File: src/rtl/galois_pkg.sv
// Shared field-arithmetic definitions for the BN254 pow-7 datapath and its arbiter.
package galois_pkg;
  localparam int unsigned N_BITS       = 254;
  localparam int unsigned MULT_LATENCY = 13;
  localparam int unsigned POW7_LATENCY = 3 * MULT_LATENCY;

  typedef logic [N_BITS-1:0] felem_t;

  typedef struct packed {
    logic       valid;
    logic [2:0] id;
  } pow_tag_t;
endpackage

File: src/rtl/galois_pow7_tag_pipe.sv
// Tag shift register that follows each operand through the pow-7 core;
// valids clear on rst so in-core results are dropped.
module galois_pow7_tag_pipe
  import galois_pkg::*;
#(
  parameter int unsigned DEPTH = POW7_LATENCY + 1
) (
  input  logic     clk,
  input  logic     rst,
  input  pow_tag_t tag_in,
  output pow_tag_t tag_out
);

  pow_tag_t pipe_q [DEPTH];
  pow_tag_t pipe_d [DEPTH];

  always_comb begin
    pipe_d[0] = tag_in;
    for (int unsigned i = 1; i < DEPTH; i++) begin
      pipe_d[i] = pipe_q[i-1];
    end
  end

  always_ff @(posedge clk) begin
    if (rst) begin
      for (int unsigned i = 0; i < DEPTH; i++) begin
        pipe_q[i].valid <= 1'b0;
      end
    end else begin
      pipe_q <= pipe_d;
    end
  end

  assign tag_out = pipe_q[DEPTH-1];

endmodule

File: src/rtl/galois_pow_7_arbiter.sv
// Round-robin sharing of one pipelined x^7 mod p core among N_REQ requesters.
// Optional GALOIS_POW7_ARB_OCCUPANCY_EN adds an in_flight occupancy counter.
module galois_pow_7_arbiter
  import galois_pkg::*;
#(
  parameter int unsigned N_BITS      = galois_pkg::N_BITS,
  parameter int unsigned N_REQ       = 4,
  parameter int unsigned POW_LATENCY = galois_pkg::POW7_LATENCY
) (
  input  logic                    clk,
  input  logic                    rst,
  input  logic [N_REQ-1:0]        req_valid,
  input  logic [N_REQ*N_BITS-1:0] req_base,
  output logic [N_REQ-1:0]        req_ready,
  output logic [N_BITS-1:0]       pow_base,
  input  logic [N_BITS-1:0]       pow_result,
  output logic [N_REQ-1:0]        rsp_valid,
  output logic [N_BITS-1:0]       rsp_result
`ifdef GALOIS_POW7_ARB_OCCUPANCY_EN
  ,
  output logic [$clog2(POW_LATENCY+2)-1:0] in_flight
`endif
);

  localparam int unsigned ID_W = $clog2(N_REQ);

  logic [ID_W-1:0]   ptr_q, ptr_d;
  logic [ID_W-1:0]   grant_idx;
  logic [ID_W-1:0]   idx;
  logic              found;
  logic              transfer;
  logic [N_BITS-1:0] pow_base_q, pow_base_d;
  logic [N_REQ-1:0]  rsp_valid_q, rsp_valid_d;
  logic [N_BITS-1:0] rsp_result_q, rsp_result_d;
  pow_tag_t          tag_in, tag_out;

  // Search starts at the pointer and wraps, so the nearest requester wins.
  always_comb begin
    found     = 1'b0;
    grant_idx = '0;
    idx       = '0;
    for (int unsigned k = 0; k < N_REQ; k++) begin
      idx = ID_W'((32'(ptr_q) + k) % N_REQ);
      if (!found && req_valid[idx]) begin
        found     = 1'b1;
        grant_idx = idx;
      end
    end
  end

  assign transfer  = found && !rst;
  assign req_ready = N_REQ'(transfer) << grant_idx;

  always_comb begin
    ptr_d        = ptr_q;
    pow_base_d   = '0;
    tag_in.valid = transfer;
    tag_in.id    = 3'(grant_idx);
    if (transfer) begin
      ptr_d      = ID_W'((32'(grant_idx) + 1) % N_REQ);
      pow_base_d = req_base[32'(grant_idx) * N_BITS +: N_BITS];
    end
    rsp_valid_d  = N_REQ'(tag_out.valid) << tag_out.id;
    rsp_result_d = pow_result;
  end

  always_ff @(posedge clk) begin
    if (rst) begin
      ptr_q        <= '0;
      pow_base_q   <= '0;
      rsp_valid_q  <= '0;
      rsp_result_q <= '0;
    end else begin
      ptr_q        <= ptr_d;
      pow_base_q   <= pow_base_d;
      rsp_valid_q  <= rsp_valid_d;
      rsp_result_q <= rsp_result_d;
    end
  end

  galois_pow7_tag_pipe #(
    .DEPTH(POW_LATENCY + 1)
  ) u_tag_pipe (
    .clk    (clk),
    .rst    (rst),
    .tag_in (tag_in),
    .tag_out(tag_out)
  );

  assign pow_base   = pow_base_q;
  assign rsp_valid  = rsp_valid_q;
  assign rsp_result = rsp_result_q;

`ifdef GALOIS_POW7_ARB_OCCUPANCY_EN
  localparam int unsigned OCC_W = $clog2(POW_LATENCY + 2);

  logic [OCC_W-1:0] in_flight_q, in_flight_d;

  always_comb begin
    in_flight_d = in_flight_q;
    unique case ({transfer, tag_out.valid})
      2'b10:   in_flight_d = in_flight_q + 1'b1;
      2'b01:   in_flight_d = in_flight_q - 1'b1;
      default: in_flight_d = in_flight_q;
    endcase
  end

  always_ff @(posedge clk) begin
    if (rst) begin
      in_flight_q <= '0;
    end else begin
      in_flight_q <= in_flight_d;
    end
  end

  always_ff @(posedge clk) begin
    assert (32'(in_flight_q) <= POW_LATENCY + 1);
  end

  assign in_flight = in_flight_q;
`endif

endmodule
File: config.mk
export PLATFORM = sky130hd
export DESIGN_NAME = galois_pow_7_arbiter
export DESIGN_NICKNAME = d
export VERILOG_FILES = /design/src/rtl/galois_pkg.sv /design/src/rtl/galois_pow7_tag_pipe.sv /design/src/rtl/galois_pow_7_arbiter.sv
export SDC_FILE = /design/constraint.sdc
export NUM_CORES = 1
export LEC_CHECK = 0
export ABC_CLOCK_PERIOD_IN_PS = 3300
export CORE_AREA = 2 2 694 696
export DETAILED_ROUTE_END_ITERATION = 10
export DIE_AREA = 0 0 696 698
export SLEW_MARGIN = 20
export SYNTH_ARGS = -nofsm -noshare
export SYNTH_HDL_FRONTEND = slang
export SYNTH_SLANG_ARGS = --single-unit
File: constraint.sdc
create_clock -name clk -period 3.3 [get_ports clk]
set_clock_uncertainty 0.2 [all_clocks]
set_input_delay 0.33 -clock clk [delete_from_list [all_inputs] [get_ports clk]]
set_output_delay 0.33 -clock clk [all_outputs]
set_load 0.05 [all_outputs]
==> reports/qor.yml, run 1 <==
min_period_ns: 3.234
yosys_warnings: 0
hold_ws_ns: 0.06723
min_period_over_period_pct: 98.00
antenna_found_initial: 508
avgSynthCellArea_sq_um: 12.34
finalWirelength_microns: 404000
cp_slowest_cell: "dlygate4sd3_1"
final_nets: 5869
cts_tree: "yes"
synthCells: 1866
rsz0062_at_grt: "false"
track_usage_pct: 15.99
cp-end-kind: "flip-flop"
hold_class: "input pin to flip-flop"
num_vias: 29834
drcViolationCount: 0
post_cts_buffers: 0
die-area_sq_um: 485800
final_util_pct: 12.92
io_pins: 1792
drt_first_pass_iters: 5
die_x_microns: 696
synth.distinct_cells: 25
synth_edf_count: 80
timing_worst_setup_path_type: "flip-flop to flip-flop"
drive_above_1_share_pct: 7.944
yosys.area.top_type: "dfxtp_1"
dp_hpwl_microns: 363000
clk_latency_ns: 0.80
grt_max_degree: 114
p_leak_nw: 21.98
synth_area_leaders: "dfxtp_1 48%, mux2i_1 22%, edfxtp_1 10%, nor2b_1 8.0%, o22ai_1 6.9%"
grt_pass1_vias: 29575
cp_cell_sequence: "nand2b_1 > nor2b_1 > o32ai_2 > buf_4 > inv_8 > buf_12 > buf_16 > buf_4 > mux2i_1 > dlygate4sd3_1 > o22ai_1"
critical_path.top_delay_family: "buffers and inverters"
synth-async-reset-ratio_pct: 0
cts_root_buf: "clkbuf_16"
seq_area_sq_um: 13490
vdd_drop_max_mv: 0.3803
cap_violations: 0
p_int_mw: 21.43
yosys-top-cells-count: "554 x dfxtp_1, 508 x mux2i_1, 294 x nor2b_1"
start_kind: "flip-flop"
wl_per_cell_microns: 36.06
area_growth_pct: 168.0
cts_buffers: 100
fillers: 54103
multi_input_area_sq_um: 8711
synth_top_area_share_pct: 48.18
worst_pin_slew_ns: 1.013
fp.coreArea_sq_um: 477700
fin_area_sq_um: 61700
htreeDepth: 3
status: "completed"
slowest_delay_ns: 0.61
gp_congestion: 1.048
drtIter0Drc: 2166
cellPowerDensity_nw_per_um2: 567.6
syn_nets: 3142
slew_violations: 0
rows: 254
path_common_cell: "buf_4"
dieHeight_microns: 698
hold_viol: 0
p_switching_mw: 13.59
avgViaCountPerCell: 2.663
start_util_pct: 4.819
cp.arrival_ns: 3.80
p_clk_share_pct: 33.5
grt_pass1_wl_microns: 468600
swShare_pct: 38.80
cp.required_ns: 3.86
numClockSinks: 634
portBuffers: 1791
ys.flop_type: "dfxtp_1"
path_buf_inv: 6
finalSetupViolCount: 0
pwr-share-seq_pct: 26.6
postPlaceCellArea_sq_um: 49330
synth_seq_cells: 634
pwr-share-comb_pct: 39.9
synth_most_common_cell: "dfxtp_1"
relSlewSlack_pct: 32.27
cp_max_fo: 41
netlist_area_sq_um: 23020
path_clk_slew_ns: 0.06
fmax_ghz: 0.3092
grt.overflow.total: 0
seq_area_frac_synth_pct: 58.62
final_antenna_net_count: 0
clockBufferDepth: 4
-- cell families (layout without fill, tap and decap cells) --
family | Yosys count | after routing | share of synthesized area, %
mux | 508 | 508 | 22.09
flops | 634 | 634 | 58.62
simple gates | 310 | 310 | 8.387
compound gates | 264 | 264 | 7.229
other cells | 0 | 133 | 0
buf+inv | 149 | 2953 | 3.642
xor+xnor | 1 | 1 | 0.03805
-- placed cells by master, fill, tap and decap left out, drive strengths merged --
cell type / count
a31oi: 1
nor2b: 294
inv: 14
clkinv: 22
clkbuf: 131
a221oi: 1
a211oi: 1
o32ai: 1
xnor2: 1
a21oi: 3
nand2b: 3
dfxtp: 554
o22ai: 255
mux2i: 508
nand3: 1
nor2: 7
nor4b: 1
o21ai: 2
clkdlybuf4s50: 1727
bufinv: 11
buf: 191
and4: 1
dlygate4sd3: 849
nand2: 1
diode: 133
clkinvlp: 8
nor4bb: 2
edfxtp: 80
-- worst paths after layout --
path / depth (start not counted) / startpoint / slack, ns / to
setup reg to reg: 11 / ptr_q[0]$_SDFFE_PP0N_ / 0.07 / pow_base[108]$_SDFF_PP0_
hold / removal: 4 / req_base[315] / 0.07 / pow_base[61]$_SDFF_PP0_
hold reg to reg: 0 / u_tag_pipe.pipe_d[68]$_DFFE_PN_ / 0.21 / u_tag_pipe.pipe_d[64]$_DFFE_PN_
setup / recovery: 11 / ptr_q[0]$_SDFFE_PP0N_ / 0.07 / pow_base[108]$_SDFF_PP0_
-- worst reg2reg max path, cell delays in order, from the launching register on --
cell and delay (ns):
dfxtp_2 0.36, nand2b_1 0.13, nor2b_1 0.16, o32ai_2 0.09, buf_4 0.17, inv_8 0.07
buf_12 0.23, buf_16 0.40, buf_4 0.41, mux2i_1 0.26, dlygate4sd3_1 0.61, o22ai_1 0.09
-- state kept, by name, summed over array words and instances, names as in the netlist --
register            count
ptr_q                   2
pow_base              254
u_tag_pipe.tag_out      3
u_tag_pipe.pipe_d     117
rsp_valid               4
rsp_result            254
-- area by class of cell --
type | count | area share [%]
Sequential cell | 634 | 21.87
Multi-Input combinational cell | 1083 | 14.12
Inverter | 4 | 0.04056
Clock buffer | 128 | 4.520
Tap cell | 6400 | 12.98
Antenna cell | 133 | 0.5394
Clock inverter | 51 | 1.038
Timing Repair Buffer | 2770 | 44.89
-- metal layers --
metal  wire length (microns)  vias to the layer above  track usage, %
met5                    1442                        -               0
met4                   16520                      220           4.803
met3                   47990                      960           8.129
met2                  186500                     2079           26.64
met1                  151600                    14228           17.65
li1                        -                    12347               -
-- repair_timing --
| action | in CTS | in global routing |
|---|---|---|
| gates cloned | 0 | 3 |
| endpoints found under the setup margin | 1 | 51 |
| endpoints found under the hold margin | 493 | 0 |
| hold buffers | 849 | 0 |
| gates resized for setup | 0 | 7 |
-- metrics by stage --
stage / std cells / setup TNS [ns] / power, mW / worst slack [ns]
2_1_floorplan: 1866 / 0 / 15.09 / 0.2768
3_3_place_gp: 10040 / -0.9319 / 21.96 / -0.3107
3_5_place_dp: 10040 / -0.7621 / 21.90 / -0.2141
4_1_cts: 11067 / 0 / 35.75 / 0.01341
5_1_grt: 11122 / 0 / 36.43 / 0.002526
6_report: 11203 / 0 / 35.02 / 0.06601
-- power by group through the flow --
stage	combinational [mW]	clock, mW	sequential (mW)
finish	14.0	11.7	9.30
global route	14.6	12.4	9.36
CTS	14.1	12.3	9.31
detailed placement	12.4	0	9.45
global placement	12.5	0	9.49
floorplan	2.92	0	12.2
Power figures use the tool's default switching activity.
==> run 2: changes to the inputs <==
--- a/config.mk
+++ b/config.mk
@@ -5,7 +5,6 @@
 export SDC_FILE = /design/constraint.sdc
 export NUM_CORES = 1
 export LEC_CHECK = 0
-export ABC_CLOCK_PERIOD_IN_PS = 3300
 export CORE_AREA = 2 2 694 696
 export DETAILED_ROUTE_END_ITERATION = 10
 export DIE_AREA = 0 0 696 698
==> results of run 2 <==
Final layout, timing and power as in run 1 (identical DEF).
==> run 3: changes to the inputs <==
--- a/config.mk
+++ b/config.mk
@@ -8,7 +8,7 @@
 export CORE_AREA = 2 2 694 696
 export DETAILED_ROUTE_END_ITERATION = 10
 export DIE_AREA = 0 0 696 698
-export SLEW_MARGIN = 20
+export SLEW_MARGIN = 15
 export SYNTH_ARGS = -nofsm -noshare
 export SYNTH_HDL_FRONTEND = slang
 export SYNTH_SLANG_ARGS = --single-unit
==> results of run 3 <==
Final layout, timing and power as in run 1 (identical DEF).
